==> src/rtl/pixel_writer.sv <==
// pixel_writer
//   Captures finished julia workers reported by the search stage into a small
//   FIFO, releases each captured worker with a one-cycle free pulse, drains the
//   FIFO to the frame buffer through an Avalon-MM write master, and counts
//   accepted writes to flag the end of each frame.
//
// Ports
//   clk, rst            system clock, synchronous active-high reset
//   found, mask         search has a selected worker / its one-hot select
//   sel_data            pixel word of the selected worker
//   sel_address         pixel index (word address) of the selected worker
//   free                one-cycle one-hot release back to the captured worker
//   avm_*               Avalon-MM write master (byte addressed)
//   fifo_level          current FIFO occupancy (0..DEPTH)
//   frame_done          one-cycle pulse on the last pixel of a frame
//   pixel_count         accepted writes in the current frame
//
// Capture FSM
//   state   | meaning
//   IDLE    | ready to capture a reported worker when the FIFO has room
//   HOLD    | worker just captured; wait for its done flag to drop
module pixel_writer #(
  parameter int                NUM_JULIA    = 16,
  parameter int                DEPTH        = 8,
  parameter int                ADDR_W       = 32,
  parameter logic [ADDR_W-1:0] ADDR_BASE    = '0,
  parameter int                FRAME_PIXELS = 307200
) (
  input  logic                     clk,
  input  logic                     rst,
  input  logic                     found,
  input  logic [31:0]              sel_data,
  input  logic [31:0]              sel_address,
  input  logic [NUM_JULIA-1:0]     mask,
  output logic [NUM_JULIA-1:0]     free,
  output logic [ADDR_W-1:0]        avm_address,
  output logic                     avm_write,
  output logic [31:0]              avm_writedata,
  output logic [3:0]               avm_byteenable,
  input  logic                     avm_waitrequest,
  output logic [$clog2(DEPTH):0]   fifo_level,
  output logic                     frame_done,
  output logic [31:0]              pixel_count
);

  localparam int PTR_W = $clog2(DEPTH);
  localparam int LVL_W = PTR_W + 1;

  typedef enum logic {ST_IDLE, ST_HOLD} state_t;

  // FIFO entry: {word address, pixel data}
  logic [63:0]          mem_q [DEPTH];
  logic [63:0]          mem_d [DEPTH];
  logic [PTR_W-1:0]     wr_ptr_q, wr_ptr_d;
  logic [PTR_W-1:0]     rd_ptr_q, rd_ptr_d;
  logic [LVL_W-1:0]     level_q, level_d;

  state_t               state_q, state_d;
  logic [NUM_JULIA-1:0] held_mask_q, held_mask_d;
  logic [NUM_JULIA-1:0] free_q, free_d;

  logic                 write_q, write_d;
  logic [ADDR_W-1:0]    addr_q, addr_d;
  logic [31:0]          wdata_q, wdata_d;
  logic [3:0]           be_q, be_d;

  logic [31:0]          pix_cnt_q, pix_cnt_d;
  logic                 frame_done_q, frame_done_d;

  logic                 full;
  logic                 push;
  logic                 accept;
  logic [PTR_W-1:0]     rd_ptr_nxt;
  logic [31:0]          pix_cnt_inc;

  function automatic logic [ADDR_W-1:0] byte_addr(input logic [31:0] word);
    logic [ADDR_W-1:0] off;
    off = ADDR_W'({word, 2'b00});
    return ADDR_BASE + off;
  endfunction

  // Full comes from the registered level, so a pop in the same cycle never
  // opens room for a push.
  assign full       = (level_q == LVL_W'(DEPTH));
  assign push       = (state_q == ST_IDLE) && found && !full;
  assign accept     = write_q && !avm_waitrequest;
  assign rd_ptr_nxt = rd_ptr_q + PTR_W'(1);
  assign pix_cnt_inc = pix_cnt_q + 32'd1;

  always_comb begin
    state_d     = state_q;
    held_mask_d = held_mask_q;
    free_d      = '0;
    case (state_q)
      ST_IDLE: begin
        if (push) begin
          free_d      = mask;
          held_mask_d = mask;
          state_d     = ST_HOLD;
        end
      end
      ST_HOLD: begin
        // The worker's done flag takes a cycle or two to fall; stay here
        // until search moves on so the same worker is not captured twice.
        if (!found || (mask != held_mask_q)) begin
          state_d = ST_IDLE;
        end
      end
      default: state_d = ST_IDLE;
    endcase
  end

  always_comb begin
    mem_d    = mem_q;
    wr_ptr_d = wr_ptr_q;
    rd_ptr_d = rd_ptr_q;
    if (push) begin
      mem_d[wr_ptr_q] = {sel_address, sel_data};
      wr_ptr_d        = wr_ptr_q + PTR_W'(1);
    end
    if (accept) begin
      rd_ptr_d = rd_ptr_nxt;
    end
    level_d = level_q + LVL_W'(push) - LVL_W'(accept);
  end

  // The head entry stays in the FIFO while it is presented; it is popped
  // only when the slave accepts it.
  always_comb begin
    write_d = write_q;
    addr_d  = addr_q;
    wdata_d = wdata_q;
    be_d    = be_q;
    if (!write_q) begin
      if (level_q != '0) begin
        write_d = 1'b1;
        addr_d  = byte_addr(mem_q[rd_ptr_q][63:32]);
        wdata_d = mem_q[rd_ptr_q][31:0];
        be_d    = 4'hF;
      end
    end else if (accept) begin
      if (level_q > LVL_W'(1)) begin
        addr_d  = byte_addr(mem_q[rd_ptr_nxt][63:32]);
        wdata_d = mem_q[rd_ptr_nxt][31:0];
      end else begin
        write_d = 1'b0;
        be_d    = 4'h0;
      end
    end
  end

  always_comb begin
    pix_cnt_d    = pix_cnt_q;
    frame_done_d = 1'b0;
    if (accept) begin
      if (pix_cnt_inc == 32'(FRAME_PIXELS)) begin
        pix_cnt_d    = '0;
        frame_done_d = 1'b1;
      end else begin
        pix_cnt_d = pix_cnt_inc;
      end
    end
  end

  always_ff @(posedge clk) begin
    if (rst) begin
      wr_ptr_q     <= '0;
      rd_ptr_q     <= '0;
      level_q      <= '0;
      state_q      <= ST_IDLE;
      held_mask_q  <= '0;
      free_q       <= '0;
      write_q      <= 1'b0;
      addr_q       <= '0;
      wdata_q      <= '0;
      be_q         <= '0;
      pix_cnt_q    <= '0;
      frame_done_q <= 1'b0;
    end else begin
      wr_ptr_q     <= wr_ptr_d;
      rd_ptr_q     <= rd_ptr_d;
      level_q      <= level_d;
      state_q      <= state_d;
      held_mask_q  <= held_mask_d;
      free_q       <= free_d;
      write_q      <= write_d;
      addr_q       <= addr_d;
      wdata_q      <= wdata_d;
      be_q         <= be_d;
      pix_cnt_q    <= pix_cnt_d;
      frame_done_q <= frame_done_d;
    end
  end

  // Storage needs no reset; the pointers and level define validity.
  always_ff @(posedge clk) begin
    mem_q <= mem_d;
  end

  assign free           = free_q;
  assign avm_address    = addr_q;
  assign avm_write      = write_q;
  assign avm_writedata  = wdata_q;
  assign avm_byteenable = be_q;
  assign fifo_level     = level_q;
  assign frame_done     = frame_done_q;
  assign pixel_count    = pix_cnt_q;

endmodule

==> config.mk <==
export PLATFORM = sky130hd
export DESIGN_NAME = pixel_writer
export DESIGN_NICKNAME = d
export VERILOG_FILES = /design/src/rtl/pixel_writer.sv
export SDC_FILE = /design/constraint.sdc
export NUM_CORES = 1
export LEC_CHECK = 0
export ABC_AREA = 0
export BUFFER_PORTS_ARGS = -buffer_cell sky130_fd_sc_hd__buf_2
export CORE_MARGIN = 2
export CORE_UTILIZATION = 57
export CTS_CLUSTER_SIZE = 24
export DETAILED_ROUTE_END_ITERATION = 10
export PLACE_DENSITY = 0.85
export SETUP_SLACK_MARGIN = 0.2
export SYNTH_ARGS = -nofsm -noshare
export SYNTH_HDL_FRONTEND = slang
export SYNTH_SLANG_ARGS = --single-unit
==> constraint.sdc <==
create_clock -name clk -period 11.45 [get_ports clk]
set_clock_uncertainty 0.15 [all_clocks]
set_input_delay 2.29 -clock clk [delete_from_list [all_inputs] [get_ports clk]]
set_output_delay 2.29 -clock clk [all_outputs]
set_load 0.005 [all_outputs]
==> key figures <==
GRT
  • Vias in the first global route: between 15,000 and 20,000
  • Congestion Overflow GR: 0
  • Antenna violations before repair: 12
  • First-pass GRT wire length: around 100 mm
  • Total global-route track usage: 0.266
  • Largest net degree at the start of global routing: roughly 140

Critical path
  • Crit Path Class: in2reg
  • Reg2reg setup slack: roughly 7.1 ns
  • Crit-path cells: buf_2 > and3b_1 > buf_4 > inv_1 > nor4b_2 > buf_4 > buf_4
  • FF-to-FF Start: rd_ptr_q[0]
  • Worst Path Required: 11.55 ns
  • CP max FO: 37
  • CP max-delay cell: buf_4
  • Worst Setup EP: mem_q[325]
  • Max incr delay on CP: between 0.6 and 0.7 ns
  • CP arrival: around 5.0 ns
  • Crit path max-delay family: buffers and inverters
  • Crit path launch: found
  • Worst setup SP type: input pin
  • Critical Path End Type: flop
  • R2r endpoint: avm_address[8]
  • Cell count along the critical path: 7
  • R2R depth: 8
  • WP buf/inv: 5
  • Most used cell, CP: buf_4

Floorplan
  • # IOs: slightly above 200
  • Initial Util: 0.580
  • Die X: between 200 and 250 um
  • Die height: ~230 um
  • Std cell rows: 81
  • Core Region: 49,200 sq um
  • Die area: slightly above 50,000 sq um

Cells and area
  • Area taken by multi-input logic gates: approximately 10,000 sq um
  • Share of post-route cells with drive strength above 1: 0.294
  • Most frequent cells in the layout: 496 x edfxtp_1, 248 x mux4_2, 200 x buf_2
  • Sequential Area: 17,700 sq um
  • Final Cell Area: roughly 32,000 sq um
  • Layout area overhead: 13.0%
  • Most common cell after layout, fill and taps aside: edfxtp_1
  • Fill count: 3,217
  • Nets: just over 2,000

Synthesis
  • Yosys warns: 0
  • Synth top area cells: edfxtp_1 52%, mux4_2 20%, dfxtp_1 9.8%
  • Top cell type's share of synthesized area: 0.522
  • Async SR Flop Fraction: 0
  • Sequential share of the synthesized area: 0.621
  • Mapped Area: 28,500 sq um
  • Library cells used by synthesis: 46
  • EDFF count, synth: between 400 and 500
  • Syn_area_per_cell: 15.6 sq um
  • Synthesized instance count: 1,827
  • Register bit total from synthesis: 636
  • Area leader, netlist: edfxtp_1
  • Ys flop type: edfxtp_1

Route
  • Detailed-route DRC error count: 0
  • Routed wire length: around 68 mm
  • DRT iter0 DRCs: 1,962
  • Final ANT Viol Nets: 0
  • DR vias: ~18,000
  • DR pass1 iterations: 5
  • Drt wl/cell: roughly 25 um
  • Vias per inst: between 6 and 7

Placed design
  • Placed instance area: 30,000 sq um
  • Port bufs: about 200
  • GP Congestion: a little over 0.9
  • Placed wire-length estimate: about 38 mm

Timing
  • Worst Tran Pin Value: approximately 1.0 ns
  • Setup tns final: 0 ns
  • Final setup violation count: 0
  • RSZ-0062 raised after global routing: no
  • Peak Freq: between 0.2 and 0.25 GHz
  • Headroom to the max-slew limit: 0.316
  • Final period util: 0.424
  • Final hold vios: 0
  • Period minus WS final: around 4.9 ns
  • Max-slew violation count: 0

Hold path
  • Min-delay src: held_mask_q[5]
  • Worst Hold Class: reg2reg

Power
  • Maximum VDD drop: between 200 and 250 uV
  • Power, Total: 6820 uW
  • Leakage power total: 0.0106 uW
  • Power density cells: about 210 nW/um^2

Clocking
  • CTS H-tree lvls: 2
  • Deepest clock path buffer count: 3
  • Clk sinks: around 640
  • CTS tree: done
  • Clk pin slew, worst setup/hold paths: 0.06 ns
  • Setup Buffers After CTS: 0
  • CTS root buf: clkbuf_16
  • TritonCTS buffer count: just over 60
  • # hold bufs at CTS: 0
  • Worst skew pair latency: 0.63 ns
  • Post_cts resized: 0

Run status
  • Status: finished, final reports clean

Flow run
  • Max-capacitance violation count: 0
==> cell usage after synthesis (14+ instances only) <==
cell type,number
a211oi_1,63
nand2_1,180
nor2b_1,63
xor2_1,23
nand4_1,19
edfxtp_1,496
dfxtp_1,140
a311oi_1,62
nor2_1,109
nand3_1,19
and3_1,24
buf_2,34
clkbuf_1,92
a21oi_1,89
buf_1,16
xnor2_1,40
mux4_2,248
nor3_1,14
==> per-stage QoR <==
| step | util | worst slack (ns) | hold WS (ns) | cells |
|---|---|---|---|---|
| 2_1_floorplan | - | 1.40 | 0.299 | 1828 |
| 3_3_place_gp | 0.611 | 6.07 | 0.304 | 2570 |
| 3_5_place_dp | 0.611 | 6.02 | 0.309 | 2570 |
| 4_1_cts | 0.655 | 6.66 | 0.317 | 2685 |
| 5_1_grt | 0.655 | 6.49 | 0.341 | 2690 |
| 6_report | 0.655 | 6.60 | 0.317 | 2692 |
==> final cells by class <==
type	count	share of cell area
flip-flops and latches	636	0.550
multi-input cells	1029	0.318
clock buffers	86	0.0535
repair buffers	229	0.0382
well taps	664	0.0258
clock inverters	29	0.0131
inverters	12	0.00140
diodes	7	0.000544
==> tightest hold or removal path, cell delays in order (launching register included) <==
cell and delay [ns]:
dfxtp_1 0.32, nand2_1 0.05, a21oi_1 0.05
==> sequential cells by signal, summed over array words and instances, names as in the netlist <==
| signal | flops |
|---|---|
| mem_q | 496 |
| avm_writedata | 32 |
| pixel_count | 32 |
| avm_address | 30 |
| free | 16 |
| held_mask_q | 16 |
| fifo_level | 4 |
| rd_ptr_q | 3 |
| wr_ptr_q | 3 |
| avm_byteenable | 1 |
| avm_write | 1 |
| frame_done | 1 |
| state_q | 1 |
==> layer usage <==
metal  up-vias  track usage  part of all wire
met5         -            0           0.00091
met1      9061        0.339              0.37
met2       887        0.459              0.51
li1       7554            -                 -
met4        10       0.0940             0.033
met3       191       0.0532             0.087
==> how the worst min path moves through the flow <==
stage | endpoint | slack [ns] | cells past startpoint
floorplan | held_mask_q[0] | 0.30 | 2
global placement | held_mask_q[8] | 0.30 | 2
detailed placement | held_mask_q[5] | 0.31 | 2
CTS | held_mask_q[5] | 0.32 | 2
global route | held_mask_q[11] | 0.34 | 2
finish | held_mask_q[5] | 0.32 | 2
==> where the power goes <==
group	switching, uW	leakage, uW	internal, uW
sequential	170	0.00564	2700
clock	847	0.00103	1270
combinational	972	0.00394	856
==> cells by family after synthesis <==
group | after synthesis | share of synthesized area
AO/OA/AOI/OAI | 234 | 0.0561
XOR/XNOR | 63 | 0.0194
adder cells (fa/ha/maj) | 11 | 0.00509
buffers and inverters | 163 | 0.0240
flip-flops | 636 | 0.621
multiplexers | 252 | 0.197
other | 1 | 0.000132
AND/OR/NAND/NOR | 467 | 0.0773
(Power assumes the default switching activity.)
